===== src/rtl/vga_pkg.sv =====
// Purpose: shared VGA raster timing constants and coordinate/colour types for
// the display output path. Defaults describe 640x480@60 Hz driven from a
// 50 MHz clock with a divide-by-two pixel strobe.
package vga_pkg;

    // Horizontal timing, in pixels
    localparam int unsigned H_VISIBLE = 640;
    localparam int unsigned H_FRONT   = 16;
    localparam int unsigned H_SYNC    = 96;
    localparam int unsigned H_BACK    = 48;

    // Vertical timing, in lines
    localparam int unsigned V_VISIBLE = 480;
    localparam int unsigned V_FRONT   = 10;
    localparam int unsigned V_SYNC    = 2;
    localparam int unsigned V_BACK    = 33;

    localparam int unsigned H_TOTAL  = H_VISIBLE + H_FRONT + H_SYNC + H_BACK;
    localparam int unsigned V_TOTAL  = V_VISIBLE + V_FRONT + V_SYNC + V_BACK;
    localparam int unsigned HS_START = H_VISIBLE + H_FRONT;
    localparam int unsigned VS_START = V_VISIBLE + V_FRONT;

    localparam int unsigned COORD_W = 10;
    localparam int unsigned COLOR_W = 8;

    typedef logic [COORD_W-1:0] coord_t;

    typedef struct packed {
        logic [COLOR_W-1:0] r;
        logic [COLOR_W-1:0] g;
        logic [COLOR_W-1:0] b;
    } rgb_t;

endpackage


===== src/rtl/mod_counter.sv =====
// Purpose: modulo-N up counter with enable and synchronous clear.
// Ports:
//   clock  - counter clock
//   clear  - synchronous clear to zero, overrides en
//   en     - advance by one when high
//   count  - current value, 0..MODULUS-1
//   wrap   - high in the enabled cycle that takes count from MODULUS-1 to 0
module mod_counter #(
    parameter int unsigned WIDTH   = 10,
    parameter int unsigned MODULUS = 800
) (
    input  logic             clock,
    input  logic             clear,
    input  logic             en,
    output logic [WIDTH-1:0] count,
    output logic             wrap
);

    localparam logic [WIDTH-1:0] LAST = WIDTH'(MODULUS - 1);

    assign wrap = en && (count == LAST);

    // Count register; wraps to zero rather than overflowing past LAST
    always_ff @(posedge clock) begin
        if (clear) begin
            count <= '0;
        end else if (en) begin
            count <= wrap ? '0 : count + WIDTH'(1);
        end
    end

endmodule


===== src/rtl/vga_timing_out.sv =====
// Purpose: VGA raster generator and pin-side output register. Produces the
// row/col coordinates for the renderer, then registers the returned colour
// with matching sync/blank one pixel period later.
// Ports:
//   clock, reset            - system clock, synchronous active-high reset
//   red_in/green_in/blue_in - renderer colour for the current row/col
//   row, col                - raster position (combinational from counters)
//   blank                   - position is outside the visible area
//   pix_en                  - pixel strobe, high every second clock
//   frame_done              - one-clock pulse on the last pixel of a frame
//   VGA_R/G/B               - registered colour, forced to 0 while blanked
//   VGA_HS_L/VGA_VS_L       - registered syncs, active low
//   VGA_BLANK_L             - registered blank, active low
// Timing parameters default to the package values; they may be overridden to
// build a smaller raster with the same structure.
module vga_timing_out
    import vga_pkg::*;
#(
    parameter int unsigned H_VIS = H_VISIBLE,
    parameter int unsigned H_FP  = H_FRONT,
    parameter int unsigned H_SW  = H_SYNC,
    parameter int unsigned H_BP  = H_BACK,
    parameter int unsigned V_VIS = V_VISIBLE,
    parameter int unsigned V_FP  = V_FRONT,
    parameter int unsigned V_SW  = V_SYNC,
    parameter int unsigned V_BP  = V_BACK
) (
    input  logic               clock,
    input  logic               reset,
    input  logic [COLOR_W-1:0] red_in,
    input  logic [COLOR_W-1:0] green_in,
    input  logic [COLOR_W-1:0] blue_in,
    output coord_t             row,
    output coord_t             col,
    output logic               blank,
    output logic               pix_en,
    output logic               frame_done,
    output logic [COLOR_W-1:0] VGA_R,
    output logic [COLOR_W-1:0] VGA_G,
    output logic [COLOR_W-1:0] VGA_B,
    output logic               VGA_HS_L,
    output logic               VGA_VS_L,
    output logic               VGA_BLANK_L
);

    localparam int unsigned H_TOT = H_VIS + H_FP + H_SW + H_BP;
    localparam int unsigned V_TOT = V_VIS + V_FP + V_SW + V_BP;

    localparam coord_t H_VIS_C  = COORD_W'(H_VIS);
    localparam coord_t V_VIS_C  = COORD_W'(V_VIS);
    localparam coord_t HS_FIRST = COORD_W'(H_VIS + H_FP);
    localparam coord_t HS_LAST  = COORD_W'(H_VIS + H_FP + H_SW - 1);
    localparam coord_t VS_FIRST = COORD_W'(V_VIS + V_FP);
    localparam coord_t VS_LAST  = COORD_W'(V_VIS + V_FP + V_SW - 1);

    logic   phase;
    coord_t h_count;
    coord_t v_count;
    logic   h_wrap;
    logic   v_wrap;
    logic   hs;
    logic   vs;
    rgb_t   rgb_in;

    // Divide-by-two pixel strobe; reset leaves it low so the first strobe
    // lands on the second clock after release
    always_ff @(posedge clock) begin
        if (reset) begin
            phase <= 1'b0;
        end else begin
            phase <= ~phase;
        end
    end

    assign pix_en = phase;

    mod_counter #(
        .WIDTH   (COORD_W),
        .MODULUS (H_TOT)
    ) u_h_counter (
        .clock (clock),
        .clear (reset),
        .en    (phase),
        .count (h_count),
        .wrap  (h_wrap)
    );

    // Line counter steps once per horizontal wrap
    mod_counter #(
        .WIDTH   (COORD_W),
        .MODULUS (V_TOT)
    ) u_v_counter (
        .clock (clock),
        .clear (reset),
        .en    (phase & h_wrap),
        .count (v_count),
        .wrap  (v_wrap)
    );

    assign row        = v_count;
    assign col        = h_count;
    assign blank      = (h_count >= H_VIS_C) || (v_count >= V_VIS_C);
    assign hs         = (h_count >= HS_FIRST) && (h_count <= HS_LAST);
    assign vs         = (v_count >= VS_FIRST) && (v_count <= VS_LAST);
    // Vertical wrap only fires on the strobe at the last pixel of the frame
    assign frame_done = v_wrap;

    assign rgb_in = '{r: red_in, g: green_in, b: blue_in};

    // Pin register: colour, syncs and blank share one stage so they stay aligned
    always_ff @(posedge clock) begin
        if (reset) begin
            VGA_R       <= '0;
            VGA_G       <= '0;
            VGA_B       <= '0;
            VGA_HS_L    <= 1'b1;
            VGA_VS_L    <= 1'b1;
            VGA_BLANK_L <= 1'b0;
        end else if (phase) begin
            VGA_R       <= blank ? '0 : rgb_in.r;
            VGA_G       <= blank ? '0 : rgb_in.g;
            VGA_B       <= blank ? '0 : rgb_in.b;
            VGA_HS_L    <= ~hs;
            VGA_VS_L    <= ~vs;
            VGA_BLANK_L <= ~blank;
        end
    end

endmodule


===== config.mk =====
export PLATFORM = sky130hd
export DESIGN_NAME = vga_timing_out
export DESIGN_NICKNAME = d
export VERILOG_FILES = /design/src/rtl/vga_pkg.sv /design/src/rtl/mod_counter.sv /design/src/rtl/vga_timing_out.sv
export SDC_FILE = /design/constraint.sdc
export NUM_CORES = 1
export LEC_CHECK = 0
export BUFFER_PORTS_ARGS = -buffer_cell sky130_fd_sc_hd__buf_2
export CORE_UTILIZATION = 46
export DETAILED_ROUTE_END_ITERATION = 6
export GPL_TIMING_DRIVEN = 0
export PLACE_DENSITY = 0.73
export SYNTH_ARGS = -nofsm -noshare
export SYNTH_HDL_FRONTEND = slang
export SYNTH_SLANG_ARGS = --single-unit

===== constraint.sdc =====
create_clock -name clock -period 2.6 [get_ports clock]
set_input_delay 0.26 -clock clock [delete_from_list [all_inputs] [get_ports clock]]
set_output_delay 0.26 -clock clock [all_outputs]
set_load 0.01 [all_outputs]

==> run summary, run 1 <==
Crit share post-route - 91.53%
Number of core rows - 23
Synth top area cells - dfxtp_1 (50%), a22o_1 (11%), a21oi_1 (3.4%)
Cell Area, Synth - 0.001921 mm^2
FILL cells - 347
Part of the power in registers - 58.2%
Die ar. - 0.004438 mm^2
Clk pwr share - 33.4%
Clk root buf - clkbuf_8
Die Wd - 66.62 um
Post-synthesis cell type count - 35
Yosys top cell area share - 50.03%
Initial DRC Count - 95
Req. time, crit path - 2.34 ns
Max Slew Vio Count - 0
Number of global-route vias before repair - 1555
Post-synth EDFFs - 0
Core area - 0.004000 mm^2
Status - complete, no violations
CTS Sinks - 48
Endpoint type of the worst setup path - output port
Clk slew on worst S/H paths - 0.09 ns
# diodes - 0
# Post-CTS Setup Buffers - 0
Setup TNS - 0 ns
H-tree depth - 2
Startpoint types - register
Cells after synthesis - 195
Via count - 1689
Pre-antenna DRT Iters - 4
First-pass GRT wire length - 6.782 mm
Mapped Avg Cell Area - 9.849 um^2
Routed len/inst - 12.48 um
Syn_nets - 225
Most common cell in the netlist - dfxtp_1
Max-cap violations - 0
Clock Latency Late Sink - 0.30 ns
Ports - 76
Post-Layout Cell Count - 328
FMAX - 420.2 MHz
DRC Markers - 0
Layout cells sized above 1 - 33.81%
Area delta synth->final - 27.56%
Clock Skew - 0.005090 ns
IO Port Bufs - 75
FF+latch count, synth - 48
Endpoints failing hold - 0
FF/Latch Area - 960.9 um^2
Total power - 1.338 mW
HP Class - input port to register
Tot GR Track Use - 20.14%
Final nets - 307
Worst-Margin Slew - 0.4873 ns
Placed cell area - 0.002359 mm^2
Hold-fix buffers at CTS - 0
Die Y - 66.62 um
Combinational power share - 8.5%
CP Class - register to output port
Antenna violations before repair - 0
Clock Path Buffers - 2
TritonCTS clock tree - built
Post-layout worst setup margin - 0.2203 ns
Area of the multi-input gates - 882.1 um^2
Antenna-violating nets left - 0
Routability Congestion - 0.7977
Setup violations, final - 0
Power per Cell Area - 546.2 mW/mm^2
CP max FO - 10
Finished Cell Area - 0.002450 mm^2
Starting density of the core - 48.01%
CTS buffer count - 5
Setup slack, reg-to-reg - 0.65 ns
Max-slew headroom - 67.39%
DRT Wirelength - 4.092 mm
Predominant post-synthesis flop cell - dfxtp_1
Post-synth ARST share - 0%
Register area share after synthesis - 50.03%
RSZ-0062 raised after global routing - no
Via density per instance - 5.149
Leakage power - 1.112 nW
Overflow after GRT - 0
IR drop worst, VDD - 468.7 uV
Sw Ratio - 24.55%
Psw - 0.3285 mW
Leading area contributor after synthesis - dfxtp_1
Largest net degree at the start of global routing - 17
CTS resizes - 0
Final HPWL DP - 2.983 mm
Synth top cells by count - dfxtp_1 (48), a22o_1 (24), nor2_1 (14)
Dpl cells - 320
Min Tclk post-route - 2.380 ns
Worst endpoint data arrival time - 2.12 ns
P_int - 1.010 mW
Yosys warning total - 0
Place WS - 0.5623 ns
==> path summary, 6_finish.rpt <==
kind	start	end	cells after the start
worst max register to register	u_h_counter.count[1]	u_h_counter.count[9]	8
worst min register to register	VGA_G[2]	VGA_G[2]	1
worst max-delay path	u_h_counter.count[1]	frame_done	8
worst min-delay path	green_in[2]	VGA_G[2]	2
==> logic make-up after synthesis <==
group	Yosys count	share of synthesized area, %
AOI/OAI and AO/OA	49	18.57
xor gates and xnor gates	8	3.648
adders and majority gates	4	2.606
buffers and inverters	16	4.039
DFF	48	50.03
and+or+nand+nor	70	21.11
==> flip-flops by register name, indices dropped and copies added, names as in the netlist <==
name and cells:
VGA_B 8, VGA_BLANK_L 1, VGA_G 8, VGA_HS_L 1, VGA_R 8, VGA_VS_L 1
pix_en 1, u_h_counter.count 10, u_v_counter.count 10
==> metrics by stage <==
stage / utilization (%) / hold WS (ns)
after floorplan: - / 0.3927
after global placement: 58.96 / 0.4346
after detailed placement: 58.96 / 0.4513
after CTS: 61.24 / 0.1539
after global routing: 61.24 / 0.1569
final: 61.24 / 0.1643
==> power groups by stage <==
stage | Combinational, mW | Clock (mW) | Sequential (mW)
3_5_place_dp | 0.115 | 0 | 0.794
4_1_cts | 0.114 | 0.462 | 0.779
3_3_place_gp | 0.112 | 0 | 0.794
6_report | 0.113 | 0.447 | 0.778
5_1_grt | 0.125 | 0.491 | 0.782
2_1_floorplan | 0.0458 | 0 | 0.807
==> area by class of cell <==
cell class,instances,share of cell area (%)
plain buffers,11,2.400
clock inverters,3,0.9193
inverters,5,0.7661
clock buffers,5,2.809
well taps,50,2.554
multi-input cells,131,36.01
flip-flops and latches,48,39.22
repair buffers,75,15.32
==> layout by cell type, fill, tap and decap left out, drive strengths merged, types with 2 or more instances in the layout <==
master,synthesis,routed
nand4,8,8
nor2,14,14
a21oi,13,13
o21ai,5,5
buf,7,82
dfxtp,48,48
ha,4,4
clkbuf,4,9
nand2,9,9
nand2b,4,4
xor2,4,4
xnor2,4,4
or3,5,5
a22o,24,24
inv,5,6
and3,2,2
or4,3,3
nor3,6,6
nand3b,2,2
and4,2,2
clkinv,0,2
o31ai,3,3
nand3,9,9
==> worst max-delay path: stages (launching register included) <==
cell and delay [ns]:
dfxtp_1 0.43, ha_1 0.20, and4_1 0.18, buf_2 0.16
nand4_2 0.17, buf_4 0.21, buf_2 0.19, nor2_1 0.13
buf_2 0.14
==> layer usage <==
layer / routed length [um] / up-vias / GRT usage [%] / part of all wire [%]
li1: - / 875 / - / -
met1: 2056 / 755 / 26.29 / 50
met2: 1725 / 53 / 30.56 / 42
met3: 247 / 6 / 6.336 / 6.0
met4: 62 / 0 / 7.979 / 1.5
met5: 0 / - / 0 / 0
Power figures use the tool's default switching activity.
==> inputs of run 2 (changes only) <==
Settings changed: CTS_BUF_LIST set to sky130_fd_sc_hd__clkbuf_2, CTS_CLUSTER_SIZE set to 16.
==> run 2 against run 1 <==
Via count increased by 5.4%. Critical path type unchanged. Register-to-register slack improved by 0.07 ns. Design area increased by 6.2%. Critical endpoint unchanged. Power decreased by 7.8%. Global-route usage increased by 0.54 points. Highest routed layer unchanged.
==> run summary, run 2 (synthesis gave the netlist of run 1 again) <==
Status - complete, no violations
Routed len/inst - 12.87 um (+3.2%)
Max-cap violations - 0 (unchanged)
Req. time, crit path - 2.34 ns (about the same)
Number of global-route vias before repair - 1576 (+1.4%)
WHS - 0.04170 ns (-0.1226 ns)
Largest net degree at the start of global routing - 17 (unchanged)
Most used cell, CP - buf_2
Finished Cell Area - 0.002601 mm^2 (+6.2%)
Die Y - 66.62 um (unchanged)
H-tree depth - 2 (unchanged)
IO Port Bufs - 75 (unchanged)
Final nets - 326 (+6.2%)
WL met1 - 2.161 mm (+5.1%)
Clk root buf - clkbuf_2
Top layer in use - met4
Die Wd - 66.62 um (unchanged)
Detailed-routed wire length on met2 - 1.986 mm (+15%)
FMAX - 407.6 MHz (-3.0%)
Clock Latency Late Sink - 0.43 ns (+0.13 ns)
Leakage power - 1.179 nW (+6.0%)
Startpoint types - register
Layout cells sized above 1 - 32.66% (-1.2 points)
Antenna-violating nets left - 0 (unchanged)
Clk slew on worst S/H paths - 0.23 ns (+0.14 ns)
Antenna violations before repair - 0 (unchanged)
Place WS - 0.5623 ns (unchanged)
Core area - 0.004000 mm^2 (unchanged)
CTS Sinks - 48 (unchanged)
CP Class - register to output port
Via density per instance - 5.133 (-0.33%)
Ports - 76 (unchanged)
Most common cell after layout, fill and taps aside - buf_2
Starting density of the core - 48.01% (unchanged)
Setup slack, reg-to-reg - 0.72 ns (+0.07 ns)
Area delta synth->final - 35.44%
DRC Markers - 0 (unchanged)
Most frequent cells in the layout - buf_2 (80), dfxtp_1 (46), a22o_1 (24)
Routability Congestion - 0.7977 (unchanged)
Tot GR Track Use - 20.68% (+0.54 points)
Area of the multi-input gates - 882.1 um^2 (unchanged)
Pre-antenna DRT Iters - 4 (unchanged)
IR drop worst, VDD - 380.0 uV (-19%)
Endpoints failing hold - 0 (unchanged)
First-pass GRT wire length - 6.941 mm (+2.3%)
Biggest regs - u_h_counter.count x10, u_v_counter.count x10
Clock Path Buffers - 2 (unchanged)
Setup violations, final - 0 (unchanged)
Power per Cell Area - 474.2 mW/mm^2 (-13%)
FILL cells - 327 (-5.8%)
Overflow after GRT - 0 (unchanged)
Clock Skew - 0.01321 ns (+0.008117 ns)
# diodes - 0 (unchanged)
Min Tclk post-route - 2.454 ns (+0.07387 ns)
Final HPWL DP - 2.983 mm (unchanged)
Crit path cell chain - ha_1, and4_1, buf_2, nand4_2, buf_4, buf_2, nor2_1, buf_2
Slowest stage delay, CP - 0.43 ns (about the same)
DRT Wirelength - 4.466 mm (+9.1%)
Number of core rows - 23 (unchanged)
CTS buffer count - 5 (unchanged)
Worst-Margin Slew - 0.4885 ns (+0.001218 ns)
Max Slew Vio Count - 0 (unchanged)
Max-slew headroom - 67.31% (-0.082 points)
TritonCTS clock tree - built
Placed cell area - 0.002359 mm^2 (unchanged)
Post-layout worst setup margin - 0.1465 ns (-0.07387 ns)
Die ar. - 0.004438 mm^2 (unchanged)
CP max FO - 10 (unchanged)
Worst endpoint data arrival time - 2.19 ns (+0.07 ns)
Met3 routed WL - 258 um (+4.5%)
Via count - 1781 (+5.4%)
Crit share post-route - 94.37% (+2.8 points)
Util after Layout - 65.03% (+3.8 points)
Initial DRC Count - 110 (+16%)
Endpoint type of the worst setup path - output port
WP buf/inv - 4 (unchanged)
Worst path slowest cell - dfxtp_4
Crit-path leading delay family - buffers and inverters
FF/Latch Area - 968.4 um^2 (+0.78%)
HP Class - input port to register
## run 2: changes by cell type in the layout (fill, tap and decap cells not counted)
cell | previous run | this run
clkbuf_8 | 5 | 0
dlygate4sd3_1 | 0 | 18
buf_4 | 1 | 2
clkbuf_2 | 0 | 5
dfxtp_1 | 48 | 46
dfxtp_4 | 0 | 2
## run 2: worst register-to-register path, stage by stage, from the launching register on
cell,delay (ns)
dfxtp_4,0.43
ha_1,0.16
and4_1,0.18
buf_2,0.17
nand4_2,0.17
buf_4,0.22
buf_2,0.19
nand2b_1,0.21
nor2_1,0.08
## run 2: area by class of cell
type                    instances  area share (%)
clock buffers                   5          0.9620
multi-input cells             131           33.91
inverters                       5          0.7215
clock inverters                 3          0.8658
plain buffers                  11           2.261
flip-flops and latches         48           37.23
well taps                      50           2.405
repair buffers                 94           21.65
## run 2: path summary, 6_finish.rpt
path / start / endpoint / depth (start not counted)
worst min-delay path: blue_in[4] / VGA_B[4] / 2
worst max-delay path: u_h_counter.count[1] / frame_done / 8
worst min register to register: VGA_R[5] / VGA_R[5] / 1
worst max register to register: u_h_counter.count[1] / u_h_counter.count[9] / 8
## run 2: stage by stage
| stage | cells | setup TNS (ns) | power (mW) |
|---|---|---|---|
| after floorplan | 195 | 0 | 0.8526 |
| final | 347 | 0 | 1.234 |
| after CTS | 334 | 0 | 1.231 |
| after detailed placement | 320 | 0 | 0.9093 |
| after global routing | 347 | -0.003298 | 1.300 |
| after global placement | 320 | 0 | 0.9068 |
## run 2: repair_timing
action | in CTS | in global routing
hold buffers | 6 | 12
setup buffers | 0 | 1
setup endpoints to repair | 0 | 1
resized for setup | 0 | 4
endpoints found under the hold margin | 6 | 12
## run 2: layer usage
layer	vias to the layer above	GRT usage (%)
met3	7	6.507
met1	803	26.40
li1	918	-
met5	-	0
met4	0	7.447
met2	53	32.45
## run 2: report_power, final
group | switching (mW) | internal, mW | total (mW)
clock network | 0.244 | 0.0707 | 0.314
registers | 0.0171 | 0.764 | 0.781
logic | 0.0637 | 0.0743 | 0.138
total | 0.324 | 0.909 | 1.23
